===== config.mk =====
export PLATFORM = sky130hd
export DESIGN_NAME = simon_seq_gen_flat
export DESIGN_NICKNAME = d
export VERILOG_FILES = /design/src/rtl/simon_seq_if.sv /design/src/rtl/simon_seq_gen.sv /design/src/flat_wrapper.sv
export SDC_FILE = /design/constraint.sdc
export NUM_CORES = 1
export LEC_CHECK = 0
export BUFFER_PORTS_ARGS = -buffer_cell sky130_fd_sc_hd__buf_2
export CAP_MARGIN = 10
export CORE_MARGIN = 2
export CORE_UTILIZATION = 52
export DETAILED_ROUTE_END_ITERATION = 8
export PLACE_DENSITY = 0.8
export SYNTH_ARGS = -nofsm -noshare
export SYNTH_HDL_FRONTEND = slang
export SYNTH_SLANG_ARGS = --single-unit

===== constraint.sdc =====
create_clock -name clk -period 2.6 [get_ports clk]
set_input_delay 0.26 -clock clk [delete_from_list [all_inputs] [get_ports clk]]
set_output_delay 0.26 -clock clk [all_outputs]
set_load 0.1 [all_outputs]

===== src/rtl/simon_seq_if.sv =====
// Round-sequence link between the Simon round generator (master) and the game FSM (slave).
// Handshake: en is a one-cycle pop strobe that consumes the head only while valid is high.
interface simon_seq_if #(
    parameter int DEPTH = 4
);
    logic                   en;
    logic                   seed_ld;
    logic [15:0]            seed;
    logic [11:0]            idx;
    logic                   lsb;
    logic                   valid;
    logic [$clog2(DEPTH):0] count;
    logic                   underflow;

    modport master (
        input  en, seed_ld, seed,
        output idx, lsb, valid, count, underflow
    );

    modport slave (
        output en, seed_ld, seed,
        input  idx, lsb, valid, count, underflow
    );
endinterface


===== src/rtl/simon_seq_gen.sv =====
// Simon round generator: Galois LFSR feeding a show-ahead FIFO of rounds with distinct digits.
// Optional macro SIMON_SAYS_BIAS_EN raises the "Simon says" flag probability to ~75%.
module simon_seq_gen #(
    parameter int          DEPTH = 4,
    parameter logic [15:0] SEED  = 16'hACE1,
    parameter logic [15:0] TAPS  = 16'hB400
) (
    input  logic        clk,
    input  logic        rst,
    simon_seq_if.master sq,
    output logic        dbg_state
);
    localparam int PW = $clog2(DEPTH);
    localparam int CW = PW + 1;

    typedef enum logic {FILL = 1'b0, FULL = 1'b1} state_t;

    state_t        state, state_nxt;
    logic [15:0]   lfsr;
    logic [12:0]   mem [DEPTH];
    logic [PW-1:0] wr_ptr, rd_ptr;
    logic [CW-1:0] count;
    logic          underflow;
    logic          cand_flag, cand_ok;
    logic          step, push, pop;

    // Candidate round is taken from the LFSR value before this cycle's step.
    always_comb begin
`ifdef SIMON_SAYS_BIAS_EN
        cand_flag = lfsr[12] | lfsr[13];
`else
        cand_flag = lfsr[12];
`endif
        cand_ok = (lfsr[3:0] != lfsr[7:4]) && (lfsr[3:0] != lfsr[11:8]) &&
                  (lfsr[7:4] != lfsr[11:8]);
        step    = (state == FILL);
        pop     = sq.en && !sq.seed_ld && (count != '0);
        push    = step && cand_ok && !sq.seed_ld && (count != CW'(DEPTH));
    end

    always_ff @(posedge clk) begin
        if (rst) state <= FILL;
        else     state <= state_nxt;
    end

    always_comb begin
        state_nxt = state;
        if (sq.seed_ld) begin
            state_nxt = FILL;
        end else begin
            case (state)
                FILL:    if (push && !pop && count == CW'(DEPTH - 1)) state_nxt = FULL;
                FULL:    if (pop) state_nxt = FILL;
                default: state_nxt = FILL;
            endcase
        end
    end

    always_ff @(posedge clk) begin
        if (rst) begin
            lfsr      <= SEED;
            wr_ptr    <= '0;
            rd_ptr    <= '0;
            count     <= '0;
            underflow <= 1'b0;
        end else if (sq.seed_ld) begin
            lfsr      <= (sq.seed == 16'h0) ? SEED : sq.seed;
            wr_ptr    <= '0;
            rd_ptr    <= '0;
            count     <= '0;
            underflow <= 1'b0;
        end else begin
            if (step) lfsr <= {1'b0, lfsr[15:1]} ^ (lfsr[0] ? TAPS : 16'h0);
            if (push) wr_ptr <= wr_ptr + PW'(1);
            if (pop)  rd_ptr <= rd_ptr + PW'(1);
            if (push && !pop)      count <= count + CW'(1);
            else if (pop && !push) count <= count - CW'(1);
            if (sq.en && count == '0) underflow <= 1'b1;
        end
    end

    // Entry storage needs no reset: valid gates everything read from it.
    always_ff @(posedge clk) begin
        if (!rst && push) mem[wr_ptr] <= {lfsr[11:0], cand_flag};
    end

    always_comb begin
        sq.valid       = (count != '0);
        sq.count       = count;
        sq.underflow   = underflow;
        {sq.idx, sq.lsb} = (count != '0) ? mem[rd_ptr] : 13'h0;
        dbg_state      = (state == FULL);
    end
endmodule


===== src/flat_wrapper.sv =====
// flat-port wrapper written by rule: the top's interface ports become plain ports
module simon_seq_gen_flat 
#(
    parameter int          DEPTH = 4,
    parameter logic [15:0] SEED  = 16'hACE1,
    parameter logic [15:0] TAPS  = 16'hB400
)
  (clk, rst, dbg_state, sq_en, sq_seed_ld, sq_seed, sq_idx, sq_lsb, sq_valid, sq_count, sq_underflow);
  simon_seq_if #(.DEPTH(DEPTH)) sq_i ();
  input  logic clk;
  input  logic rst;
  output logic dbg_state;
  input wire logic [$bits(sq_i.en)-1:0] sq_en;
  input wire logic [$bits(sq_i.seed_ld)-1:0] sq_seed_ld;
  input wire logic [$bits(sq_i.seed)-1:0] sq_seed;
  output wire logic [$bits(sq_i.idx)-1:0] sq_idx;
  output wire logic [$bits(sq_i.lsb)-1:0] sq_lsb;
  output wire logic [$bits(sq_i.valid)-1:0] sq_valid;
  output wire logic [$bits(sq_i.count)-1:0] sq_count;
  output wire logic [$bits(sq_i.underflow)-1:0] sq_underflow;
  assign sq_i.en = sq_en;
  assign sq_i.seed_ld = sq_seed_ld;
  assign sq_i.seed = sq_seed;
  assign sq_idx = sq_i.idx;
  assign sq_lsb = sq_i.lsb;
  assign sq_valid = sq_i.valid;
  assign sq_count = sq_i.count;
  assign sq_underflow = sq_i.underflow;
  simon_seq_gen #(.DEPTH(DEPTH), .SEED(SEED), .TAPS(TAPS)) u_core (.clk(clk), .rst(rst), .sq(sq_i), .dbg_state(dbg_state));
endmodule

==> impl_metrics.toml <==
[status]
status = "finished, final reports clean"

[die]
initial_core_util_pct = 53.9
die_w_um = 85.1
core_area_mm2 = 0.00635
dieArea_mm2 = 0.00724
row_count = 29
die_h_um = 85.1
boundaryPins = 39

[clocking]
cts-root-buf = "clkbuf_8"
hold_buffers = 0
numCtsBuffers = 9
clockBufferDepth = 2
clkSlewWorstSetupHoldPaths_ns = 0.08
cts_tree = "built"
cts_setup_buffers = 0
clock_sinks = 79
insertion_delay_ns = 0.34
ctsResizeCount = 0
htreeDepth = 3

[synth]
synth_adder_area_share_pct = 2.41
avgSynthCellArea_um2 = 13.0
synth_seq_cells = 79
synth-compound-area-share_pct = 7.03
ys.flop_type = "edfxtp_1"
synth_edf_count = 52
syn_area_mm2 = 0.00342
postSynthCellCount = 263
synthSimpleGateAreaFrac_pct = 11.6
syn_nets = 289
synth_xor_area_share_pct = 4.61
yosys.cell_types.count = 33
async_reset_ff_share_pct = 0
synth_top_family_by_area = "simple AND/OR/NAND/NOR gates"
synth_mux_area_share_pct = 10.0
ys_seq_area_share_pct = 61.5
yosys_warnings = 0

[finish]
syn2layout_area_growth_pct = 19.0
n_fill_cell = 479
finalInstanceArea_mm2 = 0.00407
final_common_cell = "edfxtp_1"
mostFrequentLayoutCells = "edfxtp_1 (52), buf_2 (38), nor2_1 (35)"
num-nets-final = 339
num_antenna_cells = 0
drive_above_1_share_pct = 31.8

[timing]
tightest_slew_ns = 0.676
tns_ns = 0
hold_ws_ns = 0.167
hold_viol = 0
setup_viol = 0
slew-limit-headroom_pct = 54.8
rsz0062_at_grt = "no"
finalCritPeriodShare_pct = 93.1
drv_slew = 0
period_needed_ns = 2.42
skew_ns = 0.00613
max_freq_ghz = 0.413

[detailed_routing]
routed_wl_um = 6490
routedWlPerCell_um = 16.4
num_vias = 2172
via_per_inst = 5.50
drcViolationCount = 0
drt-initial-drc-count = 172
ant_nets = 0
drtPass1Iterations = 5

[worst_setup_path]
cp_num_cells = 10
worstPathRequired_ns = 2.86
reg2reg_to = "u_core.sq.count[2]"
crit_path_cell_trace = "nor2_1 -> a211oi_1 -> nand4_1 -> inv_2 -> ha_1 -> inv_1 -> fa_1 -> xor2_1 -> or3_1 -> a21oi_1"
regToRegStartpoint = "u_core.sq.count[0]"
end_kind = "flip-flop"
critPathBufInv = 2
start_kind = "flip-flop"
crit_fanout = 6
arrival_ns = 2.69
rrSetupSlack_ns = 0.18
worstSetupPathType = "reg -> reg"
crit_path_max_incr_delay_ns = 0.40
crit_family = "simple AND/OR/NAND/NOR gates"
reg2regPathDepth = 10
critPathSlowestCell = "dfxtp_4"

[global_routing]
antenna_found_initial = 0
grt_pass1_wl_um = 10900
gr-usage-all-layers_pct = 19.8
grt_pass1_vias = 2174
grt_max_degree = 26
overflow = 0

[placed_design]
dp_hpwl_um = 4390
io_buffers = 38
gp_congestion = 0.834
placed_area_mm2 = 0.00385

[power]
peakVddDrop_uv = 403
power_density_mw_per_mm2 = 739
total_power_mw = 3.01
power_leakage_nw = 1.52

[min_path]
holdPathStages = 3
hold_path_end = "u_core.sq.underflow"
hold_class = "in -> reg"
worstHoldStart = "sq_en"

[flow_run]
cap_violations = 0
## power by group
part	switching, mW	internal, mW	total, mW
Sequential	0.0469	1.39	1.43
Clock	0.416	0.528	0.945
Combinational	0.460	0.170	0.630
## per-stage QoR
step | util, % | setup slack [ns] | std cells
finish | 64.1 | 0.179 | 395
global route | 64.1 | 0.0340 | 395
global placement | 60.6 | 0.220 | 379
CTS | 64.1 | 0.153 | 395
detailed placement | 60.6 | 0.178 | 379
floorplan | - | 0.00151 | 263
## worst max path at each step
stage,start,endpoint,slack (ns)
3_5_place_dp,u_core.sq.count[0],u_core.sq.count[2],0.18
2_1_floorplan,flip-flop,sq_idx[1],0.002
6_report,u_core.sq.count[0],u_core.sq.count[2],0.18
4_1_cts,u_core.sq.count[0],u_core.sq.count[2],0.15
5_1_grt,u_core.sq.count[0],u_core.sq.count[2],0.03
3_3_place_gp,u_core.sq.count[0],u_core.sq.count[2],0.22
## Yosys cell counts (2+ instances only)
master	count	share of area (%)
or3_1	2	0.37
nor2_1	35	3.8
edfxtp_1	52	46
nor2b_1	13	2.4
clkbuf_1	9	0.99
a21oi_1	24	3.5
nor3b_1	4	0.88
nor3_1	7	1.0
o21ai_1	9	1.3
inv_1	9	0.99
nand2_1	5	0.55
dfxtp_1	27	16
buf_1	2	0.22
or4_1	3	0.66
mux2i_1	5	1.5
o22a_1	4	1.0
nand4_1	5	0.91
xor2_1	6	1.5
ha_1	5	1.8
xnor2_1	12	3.1
mux4_2	13	8.6
## worst register-to-register path, delay by kind of cell, from the launching register on
kind,cells,cell delay (ns)
fa+ha+maj,2,0.57
xor+xnor,1,0.16
simple gates,3,0.58
compound gates,2,0.44
flops,1,0.40
buf+inv,2,0.20
## logic make-up after synthesis
group,count (synthesis)
buf+inv,24
compound gates,40
fa+ha+maj,6
flops,79
simple gates,78
mux,18
xor+xnor,18
## per-layer routing
| layer | vias to the layer above | track usage [%] | wire length (um) |
|---|---|---|---|
| li1 | 1051 | - | - |
| met3 | 6 | 3.02 | 388 |
| met2 | 67 | 33.2 | 3260 |
| met1 | 1048 | 26.0 | 2780 |
| met5 | - | 0 | 0 |
| met4 | 0 | 8.08 | 53 |
## cell type report
type	count	area, um2	area share (%)
inverter	11	41.3	1.02
clock buffer	12	166	4.09
sequential	79	2110	51.9
timing repair buffer	52	295	7.26
clock inverter	4	51.3	1.26
multi-input combinational	160	1310	32.1
tap	77	96.3	2.37
## sequential cells by signal (all words and copies together), names as in the netlist, named ones only
signal               flops
u_core.sq.count          3
u_core.wr_ptr            2
u_core.lfsr             16
u_core.dbg_state         1
u_core.rd_ptr            2
u_core.sq.underflow      1
u_core.mem              52
No activity file was read; power rests on OpenSTA's default activity.
